### src/rtl/sti_deserializer.sv
// STI serial receiver: collects 8/16/24/32-bit frames from a data/valid bit stream,
// recovers the 16-bit payload and delivers it through a 2-entry valid/ready buffer.
module sti_deserializer #(
    parameter int GAP_TIMEOUT = 16,
    parameter int FCNT_W      = 8
) (
    input  logic              clk,
    input  logic              reset,
    input  logic              si_data,
    input  logic              si_valid,
    input  logic [1:0]        cfg_length,
    input  logic              cfg_msb,
    input  logic              cfg_fill,
    input  logic              cfg_low,
    input  logic              err_clr,
    input  logic              po_ready,
    output logic [15:0]       po_data,
    output logic              po_pad_err,
    output logic              po_valid,
    output logic              ovr_err,
    output logic              tmo_err,
    output logic [FCNT_W-1:0] frame_cnt,
    output logic [0:0]        dbg_state
);

    localparam logic [0:0] ST_IDLE  = 1'b0;
    localparam logic [0:0] ST_SHIFT = 1'b1;
    localparam int         GAP_W    = $clog2(GAP_TIMEOUT + 1);
    localparam logic [GAP_W-1:0] GAP_LAST = GAP_W'(GAP_TIMEOUT - 1);

    // Handshake: an entry leaves the buffer on a rising edge where po_valid and
    // po_ready are both 1; po_data/po_pad_err hold while po_valid=1 and po_ready=0.

    logic [0:0]        r_state;
    logic [4:0]        r_bit_cnt;
    logic [31:0]       r_raw;
    logic [GAP_W-1:0]  r_gap;
    logic [1:0]        r_len;
    logic              r_msb;
    logic              r_fill;
    logic              r_low;

    logic [15:0]       r_mem_data [2];
    logic              r_mem_pad  [2];
    logic              r_rd_ptr;
    logic              r_wr_ptr;
    logic [1:0]        r_count;
    logic              r_ovr;
    logic              r_tmo;
    logic [FCNT_W-1:0] r_fcnt;

    logic [4:0]        w_last_idx;
    logic              w_complete;
    logic              w_timeout;
    logic [31:0]       w_raw;
    logic [31:0]       w_frame;
    logic [15:0]       w_payload;
    logic              w_pad;
    logic              w_pop;
    logic              w_push;
    logic              w_drop;

    // Index of the final bit of the frame: 8*(len+1)-1.
    assign w_last_idx = {r_len, 3'b111};
    assign w_complete = (r_state == ST_SHIFT) && si_valid && (r_bit_cnt == w_last_idx);
    assign w_timeout  = (r_state == ST_SHIFT) && !si_valid && (r_gap == GAP_LAST);

    // r_raw keeps bits in arrival order; the incoming bit is merged in here so the
    // completion edge can use the full frame without an extra register stage.
    always_comb begin
        w_raw            = r_raw;
        w_raw[r_bit_cnt] = si_data;
    end

    always_comb begin
        w_frame = '0;
        for (int i = 0; i < 32; i++) begin
            if (5'(i) <= w_last_idx) begin
                w_frame[i] = r_msb ? w_raw[5'(w_last_idx - 5'(i))] : w_raw[i];
            end
        end
    end

    always_comb begin
        w_payload = '0;
        w_pad     = 1'b0;
        case (r_len)
            2'd0: w_payload = r_low ? {w_frame[7:0], 8'h00} : {8'h00, w_frame[7:0]};
            2'd1: w_payload = w_frame[15:0];
            2'd2: begin
                w_payload = r_fill ? w_frame[23:8] : w_frame[15:0];
                w_pad     = r_fill ? |w_frame[7:0] : |w_frame[23:16];
            end
            default: begin
                w_payload = r_fill ? w_frame[31:16] : w_frame[15:0];
                w_pad     = r_fill ? |w_frame[15:0] : |w_frame[31:16];
            end
        endcase
    end

    always_ff @(posedge clk or negedge reset) begin
        if (!reset) begin
            r_state   <= ST_IDLE;
            r_bit_cnt <= '0;
            r_raw     <= '0;
            r_gap     <= '0;
            r_len     <= '0;
            r_msb     <= 1'b0;
            r_fill    <= 1'b0;
            r_low     <= 1'b0;
        end else begin
            case (r_state)
                ST_IDLE: begin
                    if (si_valid) begin
                        r_len     <= cfg_length;
                        r_msb     <= cfg_msb;
                        r_fill    <= cfg_fill;
                        r_low     <= cfg_low;
                        r_raw     <= {31'b0, si_data};
                        r_bit_cnt <= 5'd1;
                        r_gap     <= '0;
                        r_state   <= ST_SHIFT;
                    end
                end
                default: begin
                    if (si_valid) begin
                        r_raw <= w_raw;
                        r_gap <= '0;
                        if (w_complete) begin
                            r_bit_cnt <= '0;
                            r_state   <= ST_IDLE;
                        end else begin
                            r_bit_cnt <= r_bit_cnt + 5'd1;
                        end
                    end else if (w_timeout) begin
                        r_gap     <= '0;
                        r_bit_cnt <= '0;
                        r_state   <= ST_IDLE;
                    end else begin
                        r_gap <= r_gap + GAP_W'(1);
                    end
                end
            endcase
        end
    end

    // A pop on the completion edge frees a slot, so a full buffer still accepts.
    assign w_pop  = (r_count != 2'd0) && po_ready;
    assign w_push = w_complete && ((r_count != 2'd2) || w_pop);
    assign w_drop = w_complete && (r_count == 2'd2) && !w_pop;

    always_ff @(posedge clk or negedge reset) begin
        if (!reset) begin
            r_mem_data[0] <= '0;
            r_mem_data[1] <= '0;
            r_mem_pad[0]  <= 1'b0;
            r_mem_pad[1]  <= 1'b0;
            r_rd_ptr      <= 1'b0;
            r_wr_ptr      <= 1'b0;
            r_count       <= '0;
            r_fcnt        <= '0;
        end else begin
            if (w_push) begin
                r_mem_data[r_wr_ptr] <= w_payload;
                r_mem_pad[r_wr_ptr]  <= w_pad;
                r_wr_ptr             <= ~r_wr_ptr;
                r_fcnt               <= r_fcnt + FCNT_W'(1);
            end
            if (w_pop) begin
                r_rd_ptr <= ~r_rd_ptr;
            end
            case ({w_push, w_pop})
                2'b10:   r_count <= r_count + 2'd1;
                2'b01:   r_count <= r_count - 2'd1;
                default: r_count <= r_count;
            endcase
        end
    end

    // Clearing wins over a flag raised on the same edge.
    always_ff @(posedge clk or negedge reset) begin
        if (!reset) begin
            r_ovr <= 1'b0;
            r_tmo <= 1'b0;
        end else if (err_clr) begin
            r_ovr <= 1'b0;
            r_tmo <= 1'b0;
        end else begin
            if (w_drop) begin
                r_ovr <= 1'b1;
            end
            if (w_timeout) begin
                r_tmo <= 1'b1;
            end
        end
    end

    assign po_data    = r_mem_data[r_rd_ptr];
    assign po_pad_err = r_mem_pad[r_rd_ptr];
    assign po_valid   = (r_count != 2'd0);
    assign ovr_err    = r_ovr;
    assign tmo_err    = r_tmo;
    assign frame_cnt  = r_fcnt;
    assign dbg_state  = r_state;

endmodule

### config.mk
export PLATFORM = sky130hd
export DESIGN_NAME = sti_deserializer
export DESIGN_NICKNAME = d
export VERILOG_FILES = /design/src/rtl/sti_deserializer.sv
export SDC_FILE = /design/constraint.sdc
export NUM_CORES = 1
export LEC_CHECK = 0
export BUFFER_PORTS_ARGS = -buffer_cell sky130_fd_sc_hd__buf_2
export CAP_MARGIN = 20
export CORE_UTILIZATION = 60
export CTS_CLUSTER_SIZE = 14
export DETAILED_ROUTE_END_ITERATION = 6
export PLACE_DENSITY = 0.78
export SYNTH_ARGS = -nofsm -noshare
export SYNTH_HDL_FRONTEND = slang
export SYNTH_SLANG_ARGS = --single-unit
### constraint.sdc
create_clock -name clk -period 5.2 [get_ports clk]
set_input_delay 0 -clock clk [delete_from_list [all_inputs] [get_ports clk]]
set_output_delay 0 -clock clk [all_outputs]
set_load 0.02 [all_outputs]
==> results of run 1 <==
-- report_power, final --
group	total (mW)	internal [mW]	switching (mW)
Clock	0.692	0.344	0.348
Sequential	1.23	0.961	0.269
Combinational	3.22	1.15	2.07
-- layout by cell type, fill, tap and decap left out, types with 8 or more instances in the layout --
cell type	instances
a31oi_1	8
nand4b_1	8
dfrtp_1	96
o21ai_0	46
buf_4	16
inv_1	43
o22ai_1	43
mux2i_1	35
a211oi_1	11
clkbuf_16	9
and3_1	11
xnor2_1	9
nor3_1	27
mux2_2	41
nor2_1	61
nand4_1	8
a21oi_1	51
o31ai_1	13
buf_2	38
dlygate4sd3_1	8
xor2_1	9
nand3_1	22
ha_1	12
nand2_1	69
-- cell families (layout without fill, tap and decap cells) --
group / count (synthesis) / count (layout) / share of synthesized area, %
mux: 80 / 80 / 12.2
flops: 96 / 96 / 32.6
xor+xnor: 18 / 18 / 2.14
buf+inv: 119 / 128 / 6.99
simple gates: 278 / 278 / 21.6
compound gates: 251 / 251 / 22.5
fa+ha+maj: 12 / 12 / 2.04
-- metrics by stage --
step / cells / instance area (um^2) / hold WS (ps) / power (mW)
detailed placement: 985 / 7540 / 40.4 / 4.33
finish: 1010 / 7940 / -2.62 / 5.14
CTS: 1009 / 7930 / 9.44 / 5.03
global route: 1010 / 7940 / 38.2 / 5.41
floorplan: 854 / 7370 / -296 / 3.47
global placement: 985 / 7540 / 21.5 / 4.27
-- registers in the layout, indices dropped and copies added (netlist names) --
signal and flops:
r_gap 5, r_msb 1, r_mem_pad 2, r_len 2, r_raw 32, r_bit_cnt 5
r_low 1, r_count 2, ovr_err 1, r_mem_data 32, r_wr_ptr 1, tmo_err 1
dbg_state 1, r_fill 1, frame_cnt 8, r_rd_ptr 1
-- metal layers --
layer	routed length [um]	GRT usage (%)	vias up
met3	2120	5.52	87
met5	0	0	-
met1	9530	50.7	3390
met4	969	16.7	0
met2	10500	59.2	478
li1	-	-	3198
-- worst min-delay path: stages --
cell    delay (ps)
buf_2           90
and2_1         160
xor2_1          80
-- how the worst max path moves through the flow --
stage	to	slack, ps	cells after the start
after floorplan	r_mem_pad[1]	2080	13
after global placement	r_mem_data[26]	1580	9
after detailed placement	r_mem_pad[1]	1570	11
after CTS	r_mem_pad[0]	1530	11
after global routing	r_mem_pad[0]	1220	11
final	r_mem_data[26]	1370	9
-- what timing repair did --
item / in CTS / in global routing
hold buffers: 8 / 0
setup buffers: 0 / 0
endpoints found under the hold margin: 51 / 0
-- final cells by class --
type | instances | area [um^2]
Fill cell | 990 | 4070
Timing Repair Buffer | 63 | 398
Multi-Input combinational cell | 639 | 4460
Tap cell | 147 | 184
Sequential cell | 96 | 2400
Clock buffer | 9 | 225
Inverter | 49 | 184
Clock inverter | 7 | 90.1
==> results.sh, run 1 <==
export IMPL_vias_per_cell=7.08
export IMPL_worst_setup_path_end_kind="flop"
export IMPL_antennaDiodeCount=0
export IMPL_place_ws_ps=1570
export IMPL_worst_slack_ps=1370
export IMPL_hold_start="po_ready"
export IMPL_rsz0062_at_grt="false"
export IMPL_place_congestion=1.00
export IMPL_syn_nets=877
export IMPL_max_freq_ghz=0.261
export IMPL_grt_ovfl_total=0
export IMPL_timing_hold_ws_ps=-2.62
export IMPL_hp_class="primary input to flop"
export IMPL_async_flop_share_pct=100
export IMPL_syn_area_per_cell_um2=8.64
export IMPL_synth_ff_type="dfrtp_1"
export IMPL_critical_path_buf_inv_count=1
export IMPL_worst_slew_pin_slew_ps=1040
export IMPL_port_buffers=39
export IMPL_crit_chain="inv_1 -> ha_1 -> xor2_1 -> o21ai_1 -> o31a_1 -> a221oi_1 -> o22ai_1 -> o32ai_1 -> mux2_2"
export IMPL_r2r_setup_slack_ps=1370
export IMPL_hpwl_um=15800
export IMPL_core_um2=12000
export IMPL_synth_cell_type_count=82
export IMPL_maxCapViolCount=0
export IMPL_cp_max_fo=14
export IMPL_cp_top_family="compound AO/OA/AOI/OAI gates"
export IMPL_routed_wl_um=23100
export IMPL_fp_dieW_um=113
export IMPL_synth_commonest_cells="dfrtp_1 (96), nand2_1 (69), nor2_1 (61), a21oi_1 (51), o21ai_0 (46)"
export IMPL_finalCriticalPeriod_ps=3830
export IMPL_yosysMostFrequentCell="dfrtp_1"
export IMPL_cts_resized_gates=0
export IMPL_period_share_pct=73.6
export IMPL_grt_max_degree=53
export IMPL_power_density_nw_per_um2=648
export IMPL_antenna_found_initial=0
export IMPL_dr_pass1_iters=6
export IMPL_clock_sinks=96
export IMPL_fin_nets=881
export IMPL_synth_area_um2=7370
export IMPL_status="finished with violations"
export IMPL_netlist_instances=854
export IMPL_skew_ps=13.4
export IMPL_yosysTopAreaCellShare_pct=32.6
export IMPL_utilization_pct=66.1
export IMPL_violations="negative hold slack"
export IMPL_ant_nets=0
export IMPL_drc=0
export IMPL_post_drt_wl_per_cell_um=22.9
export IMPL_dieArea_um2=12700
export IMPL_cts_tree="yes"
export IMPL_seq_area_frac_synth_pct=32.6
export IMPL_ir_drop_mv=0.427
export IMPL_p_leak_nw=3.43
export IMPL_drt_iter0_markers=987
export IMPL_first_global_vias=6584
export IMPL_rows=40
export IMPL_cpPeakStageDelay_ps=760
export IMPL_critPathLaunch="r_len[0]"
export IMPL_setup_viol=0
export IMPL_synthTopCellsByArea="dfrtp_1 (33%), mux2_2 (6.3%), mux2i_1 (4.8%), o22ai_1 (3.6%), nand2_1 (3.5%)"
export IMPL_slew_headroom_pct=30.4
export IMPL_min_to="r_rd_ptr"
export IMPL_critical_path_slowest_cell="xor2_1"
export IMPL_grt_pass1_wl_um=36500
export IMPL_ios=40
export IMPL_cts_buffers=9
export IMPL_htreeDepth=3
export IMPL_slew_violations=0
export IMPL_min_path_cells=3
export IMPL_cts_root_buf="clkbuf_16"
export IMPL_vias=7153
export IMPL_timing_rr_start="r_len[0]"
export IMPL_area_growth_pct=7.67
export IMPL_start_util_pct=61.4
export IMPL_clock_path_buffers=2
export IMPL_synth_edf_count=0
export IMPL_crit_arrival_ps=4130
export IMPL_synth_seq_cells=96
export IMPL_yosys_warnings=0
export IMPL_critPathKind="flop to flop"
export IMPL_die_h_um=113
export IMPL_clock_latency_ps=370
export IMPL_drive_gt1_share_pct=16.7
export IMPL_grt_usage_pct=37.2
export IMPL_timing_rr_end="r_mem_data[26]"
export IMPL_tns_ps=0
export IMPL_cp_required_ps=5500
export IMPL_reg2regPathDepth=9
export IMPL_startpoint_type="flop"
export IMPL_hold_viol=1
export IMPL_synth_top_area_cell="dfrtp_1"
export IMPL_clk_pin_slew_ps=80
(Power assumes the default switching activity.)
==> run 2: changes to the inputs <==
--- a/config.mk
+++ b/config.mk
@@ -7,7 +7,7 @@
 export LEC_CHECK = 0
 export BUFFER_PORTS_ARGS = -buffer_cell sky130_fd_sc_hd__buf_2
 export CAP_MARGIN = 20
-export CORE_UTILIZATION = 60
+export CORE_UTILIZATION = 57
 export CTS_CLUSTER_SIZE = 14
 export DETAILED_ROUTE_END_ITERATION = 6
 export PLACE_DENSITY = 0.78
==> constraint.sdc (replaced) <==
create_clock -name clk -period 3.2 [get_ports clk]
set_input_delay 0 -clock clk [delete_from_list [all_inputs] [get_ports clk]]
set_output_delay 0 -clock clk [all_outputs]
set_load 0.02 [all_outputs]
==> run 2 against run 1 <==
  * The flow now finishes without violations
  * Register-to-register slack worse by 1200 ps
  * Die area grew 5.2%
  * First-iteration DRC count grew 0.71%
  * Core utilization increased by 0.65 points
  * Setup slack worse by 1200 ps
  * Critical path type unchanged
  * Critical endpoint is now r_mem_data[7]
  * Largest cell class unchanged
==> results.sh, run 2 (synthesis results as in run 1) <==
export IMPL_status="finished clean"
export IMPL_first_global_vias=7016
export IMPL_fp_dieW_um=116
export IMPL_fillers=1044
export IMPL_rows=41
export IMPL_critical_path_slowest_cell="mux4_2"
export IMPL_htreeDepth=3
export IMPL_core_um2=12600
export IMPL_cts_buffers=9
export IMPL_crit_arrival_ps=3370
export IMPL_vias=7421
export IMPL_cts_root_buf="clkbuf_16"
export IMPL_p_leak_nw=3.67
export IMPL_ios=40
export IMPL_antennaDiodeCount=0
export IMPL_fin_nets=927
export IMPL_slew_headroom_pct=40.3
export IMPL_start_util_pct=58.4
export IMPL_drc=0
export IMPL_hpwl_um=17300
export IMPL_antenna_found_initial=1
export IMPL_place_congestion=1.01
export IMPL_cts_setup_buffers=0
export IMPL_vias_per_cell=6.86
export IMPL_worst_slew_pin_slew_ps=895
export IMPL_max_freq_ghz=0.326
export IMPL_critPathKind="flop to flop"
export IMPL_routed_wl_um=24600
export IMPL_drive_gt1_share_pct=22.3
export IMPL_grt_usage_pct=38.3
export IMPL_p_total_mw=9.06
export IMPL_ant_nets=0
export IMPL_grt_max_degree=57
export IMPL_clock_latency_ps=360
export IMPL_rsz0062_at_grt="false"
export IMPL_maxCapViolCount=0
export IMPL_skew_ps=5.98
export IMPL_power_density_nw_per_um2=1080
export IMPL_worst_setup_path_end_kind="flop"
export IMPL_cpPeakStageDelay_ps=540
export IMPL_hold_viol=0
export IMPL_ir_drop_mv=0.865
export IMPL_setup_viol=0
export IMPL_clk_pin_slew_ps=70
export IMPL_tns_ps=0
export IMPL_final_common_cell="dfrtp_1"
export IMPL_post_drt_wl_per_cell_um=22.8
export IMPL_cp_max_fo=9
export IMPL_period_share_pct=96.0
export IMPL_dr_pass1_iters=6
export IMPL_utilization_pct=66.8
export IMPL_cp_required_ps=3500
export IMPL_die_h_um=116
export IMPL_hp_class="primary input to flop"
export IMPL_clock_path_buffers=2
export IMPL_layout_common_cells="dfrtp_1 (95), nand2_1 (69), nor2_1 (61), buf_4 (61), a21oi_1 (51)"
export IMPL_clock_sinks=96
export IMPL_finalCriticalPeriod_ps=3070
export IMPL_area_growth_pct=14.2
export IMPL_grt_pass1_wl_um=38400
export IMPL_dieArea_um2=13400
export IMPL_slew_violations=0
export IMPL_grt_ovfl_total=0
export IMPL_crit_chain="inv_1 -> ha_2 -> nand4b_1 -> mux2i_1 -> mux4_2 -> a211oi_2 -> a21oi_1 -> o21ai_0 -> mux2_2"
export IMPL_startpoint_type="flop"
export IMPL_drt_iter0_markers=994
export IMPL_cp_top_family="multiplexers"
export IMPL_port_buffers=39
export IMPL_cts_tree="yes"
export IMPL_critical_path_buf_inv_count=1
==> run 2: layout make-up <==
cell class                      count  area [um^2]  area share [%]
Sequential cell                    96         2400            28.5
Tap cell                          172          215            2.55
Timing Repair Buffer              109          768            9.12
Clock inverter                      6         97.6            1.16
Multi-Input combinational cell    639         4520            53.6
Clock buffer                       10          239            2.84
Inverter                           49          184            2.18
==> run 2: report_power, final <==
| part | switching [mW] | leakage [nW] | internal [mW] |
|---|---|---|---|
| logic | 3.61 | 2.28 | 2.26 |
| clock network | 0.524 | 0.166 | 0.721 |
| registers | 0.385 | 1.22 | 1.56 |
| total | 4.51 | 3.67 | 4.55 |
==> run 2: worst min-delay path: stages <==
cell,delay [ps]
buf_2,230
clkinv_1,140
o21ai_0,100
==> run 2: timing repair <==
item / in CTS / in global routing
endpoints found under the setup margin: 0 / 25
endpoints found under the hold margin: 62 / 0
resized for setup: 0 / 14
hold buffers: 8 / 0
==> run 2: metrics by stage <==
stage                     worst slack [ps]  std cells  hold WS [ps]  cell area, um^2
after floorplan                       76.9        854          -296             7370
after global placement                 108       1057          94.7             7950
after detailed placement              84.5       1057           120             7950
after CTS                             26.1       1081           147             8360
after global routing                  2.37       1081           174             8420
final                                  129       1081           164             8420
==> run 2: path summary, 6_finish.rpt <==
kind	from	to	slack, ps	depth (start not counted)
worst max-delay path	r_bit_cnt[0]	r_mem_data[7]	130	9
worst min-delay path	si_data	r_raw[0]	160	3
worst max register to register	r_bit_cnt[0]	r_mem_data[7]	130	9
worst min register to register	frame_cnt[7]	frame_cnt[7]	470	1
max in group asynchronous	reset	r_bit_cnt[2]	2130	3
min in group asynchronous	reset	r_mem_data[9]	260	2
==> run 2: layer usage <==
| layer | vias to the layer above | global-route usage, % | wire, um |
|---|---|---|---|
| li1 | 3308 | - | - |
| met1 | 3629 | 51.0 | 10100 |
| met2 | 421 | 59.2 | 11400 |
| met3 | 63 | 9.00 | 2300 |
| met4 | 0 | 18.4 | 881 |
| met5 | - | 0 | 0 |
==> run 3: changes to the inputs <==
--- a/config.mk
+++ b/config.mk
@@ -7,6 +7,7 @@
 export LEC_CHECK = 0
 export BUFFER_PORTS_ARGS = -buffer_cell sky130_fd_sc_hd__buf_2
 export CAP_MARGIN = 20
+export CORE_ASPECT_RATIO = 0.6
 export CORE_UTILIZATION = 57
 export CTS_CLUSTER_SIZE = 14
 export DETAILED_ROUTE_END_ITERATION = 6
==> run 3 against run 2 <==
  * Fmax shrank 2.5%
  * Critical endpoint is now r_mem_data[26]
  * Largest cell class unchanged
  * Power grew 1.6%
  * First-iteration DRC count grew 11%
  * Critical path type unchanged
==> results.sh, run 3 (synthesis results as in run 1) <==
export IMPL_fp_dieW_um=149
export IMPL_clk_pin_slew_ps=80
export IMPL_antenna_found_initial=0
export IMPL_utilization_pct=68.7
export IMPL_crit_arrival_ps=3390
export IMPL_startpoint_type="flop"
export IMPL_maxCapViolCount=0
export IMPL_slew_violations=0
export IMPL_setup_viol=0
export IMPL_area_growth_pct=14.9
export IMPL_grt_usage_pct=38.3
export IMPL_antennaDiodeCount=0
export IMPL_tns_ps=0
export IMPL_final_common_cell="dfrtp_1"
export IMPL_drt_iter0_markers=1104
export IMPL_fillers=987
export IMPL_timing_hold_ws_ps=15.9
export IMPL_place_ws_ps=-9.25
export IMPL_clock_latency_ps=350
export IMPL_hp_class="primary input to flop"
export IMPL_hold_viol=0
export IMPL_hpwl_um=17900
export IMPL_max_freq_ghz=0.317
export IMPL_core_um2=12300
export IMPL_grt_pass1_wl_um=39700
export IMPL_grt_max_degree=64
export IMPL_rows=31
export IMPL_htreeDepth=3
export IMPL_status="finished clean"
export IMPL_cts_buffers=9
export IMPL_start_util_pct=59.8
export IMPL_worst_setup_path_end_kind="flop"
export IMPL_cp_max_fo=12
export IMPL_clock_path_buffers=2
export IMPL_ios=40
export IMPL_slew_headroom_pct=41.6
export IMPL_vias=7619
export IMPL_layout_common_cells="dfrtp_1 (94), buf_4 (74), nand2_1 (69)"
export IMPL_dieArea_um2=13400
export IMPL_place_congestion=1.06
export IMPL_drive_gt1_share_pct=23.8
export IMPL_p_leak_nw=3.70
export IMPL_cp_required_ps=3440
export IMPL_die_h_um=90.1
export IMPL_cts_tree="yes"
export IMPL_period_share_pct=98.5
export IMPL_routed_wl_um=25000
export IMPL_grt_ovfl_total=0
export IMPL_worst_slew_pin_slew_ps=875
export IMPL_worst_slack_ps=49.3
export IMPL_skew_ps=8.39
export IMPL_power_density_nw_per_um2=1090
export IMPL_place_area_um2=8000
export IMPL_vias_per_cell=7.02
export IMPL_dr_pass1_iters=6
export IMPL_cts_root_buf="clkbuf_16"
export IMPL_ir_drop_mv=0.648
export IMPL_critPathKind="flop to flop"
export IMPL_port_buffers=39
export IMPL_finalCriticalPeriod_ps=3150
export IMPL_fin_nets=938
export IMPL_clock_sinks=96
export IMPL_drc=0
export IMPL_ant_nets=0
export IMPL_fin_area_um2=8470
export IMPL_post_drt_wl_per_cell_um=23.1
export IMPL_rsz0062_at_grt="true"
export IMPL_first_global_vias=7211
## run 3: worst paths after layout
| path | end | start | cells past startpoint | slack, ps |
|---|---|---|---|---|
| min in group asynchronous | r_raw[25] | reset | 2 | 280 |
| max | r_mem_data[26] | r_bit_cnt[1] | 10 | 50 |
| max reg2reg | r_mem_data[26] | r_bit_cnt[1] | 10 | 50 |
| min reg2reg | r_mem_data[4] | r_mem_data[4] | 2 | 480 |
| max in group asynchronous | r_mem_data[24] | reset | 3 | 1970 |
| min | r_rd_ptr | po_ready | 3 | 20 |
## run 3: per-layer routing
| metal | track usage (%) | vias up | share of wire [%] |
|---|---|---|---|
| li1 | - | 3298 | - |
| met1 | 57.8 | 3605 | 44 |
| met2 | 52.8 | 614 | 40 |
| met3 | 10.5 | 102 | 14 |
| met4 | 11.1 | 0 | 2.9 |
| met5 | 0 | - | 0 |
## run 3: worst max-delay path, cell delays in order, from the launching register on
cell and delay, ps:
dfrtp_1 460, inv_1 130, ha_2 360, nand4b_2 160
o2bb2ai_1 350, mux2i_1 170, a211oi_2 530, o221ai_1 260
a21oi_1 220, o32ai_1 110, mux2_2 280
## run 3: timing repair
item                       CTS  global route
hold buffers                 7             0
buffers inserted             0             2
pin swaps                    0             2
resized for setup            2            18
hold endpoints to repair    69             0
setup endpoints to repair    4            18
## run 3: area by class of cell
type	instances	area, um^2	share of cell area [%]
Clock inverter	7	78.8	0.930
Tap cell	165	206	2.44
Timing Repair Buffer	120	836	9.86
Clock buffer	9	225	2.66
Multi-Input combinational cell	639	4540	53.6
Inverter	49	184	2.17
Sequential cell	96	2400	28.4
## run 3: power by group
| group | switching (mW) | internal (mW) |
|---|---|---|
| logic | 3.74 | 2.36 |
| registers | 0.430 | 1.56 |
| clock network | 0.565 | 0.554 |
## run 3: per-stage QoR
stage	total power, mW	std cells
after floorplan	5.64	854
after global placement	7.60	1060
after detailed placement	7.67	1060
after CTS	8.82	1083
after global routing	9.65	1085
final	9.21	1085
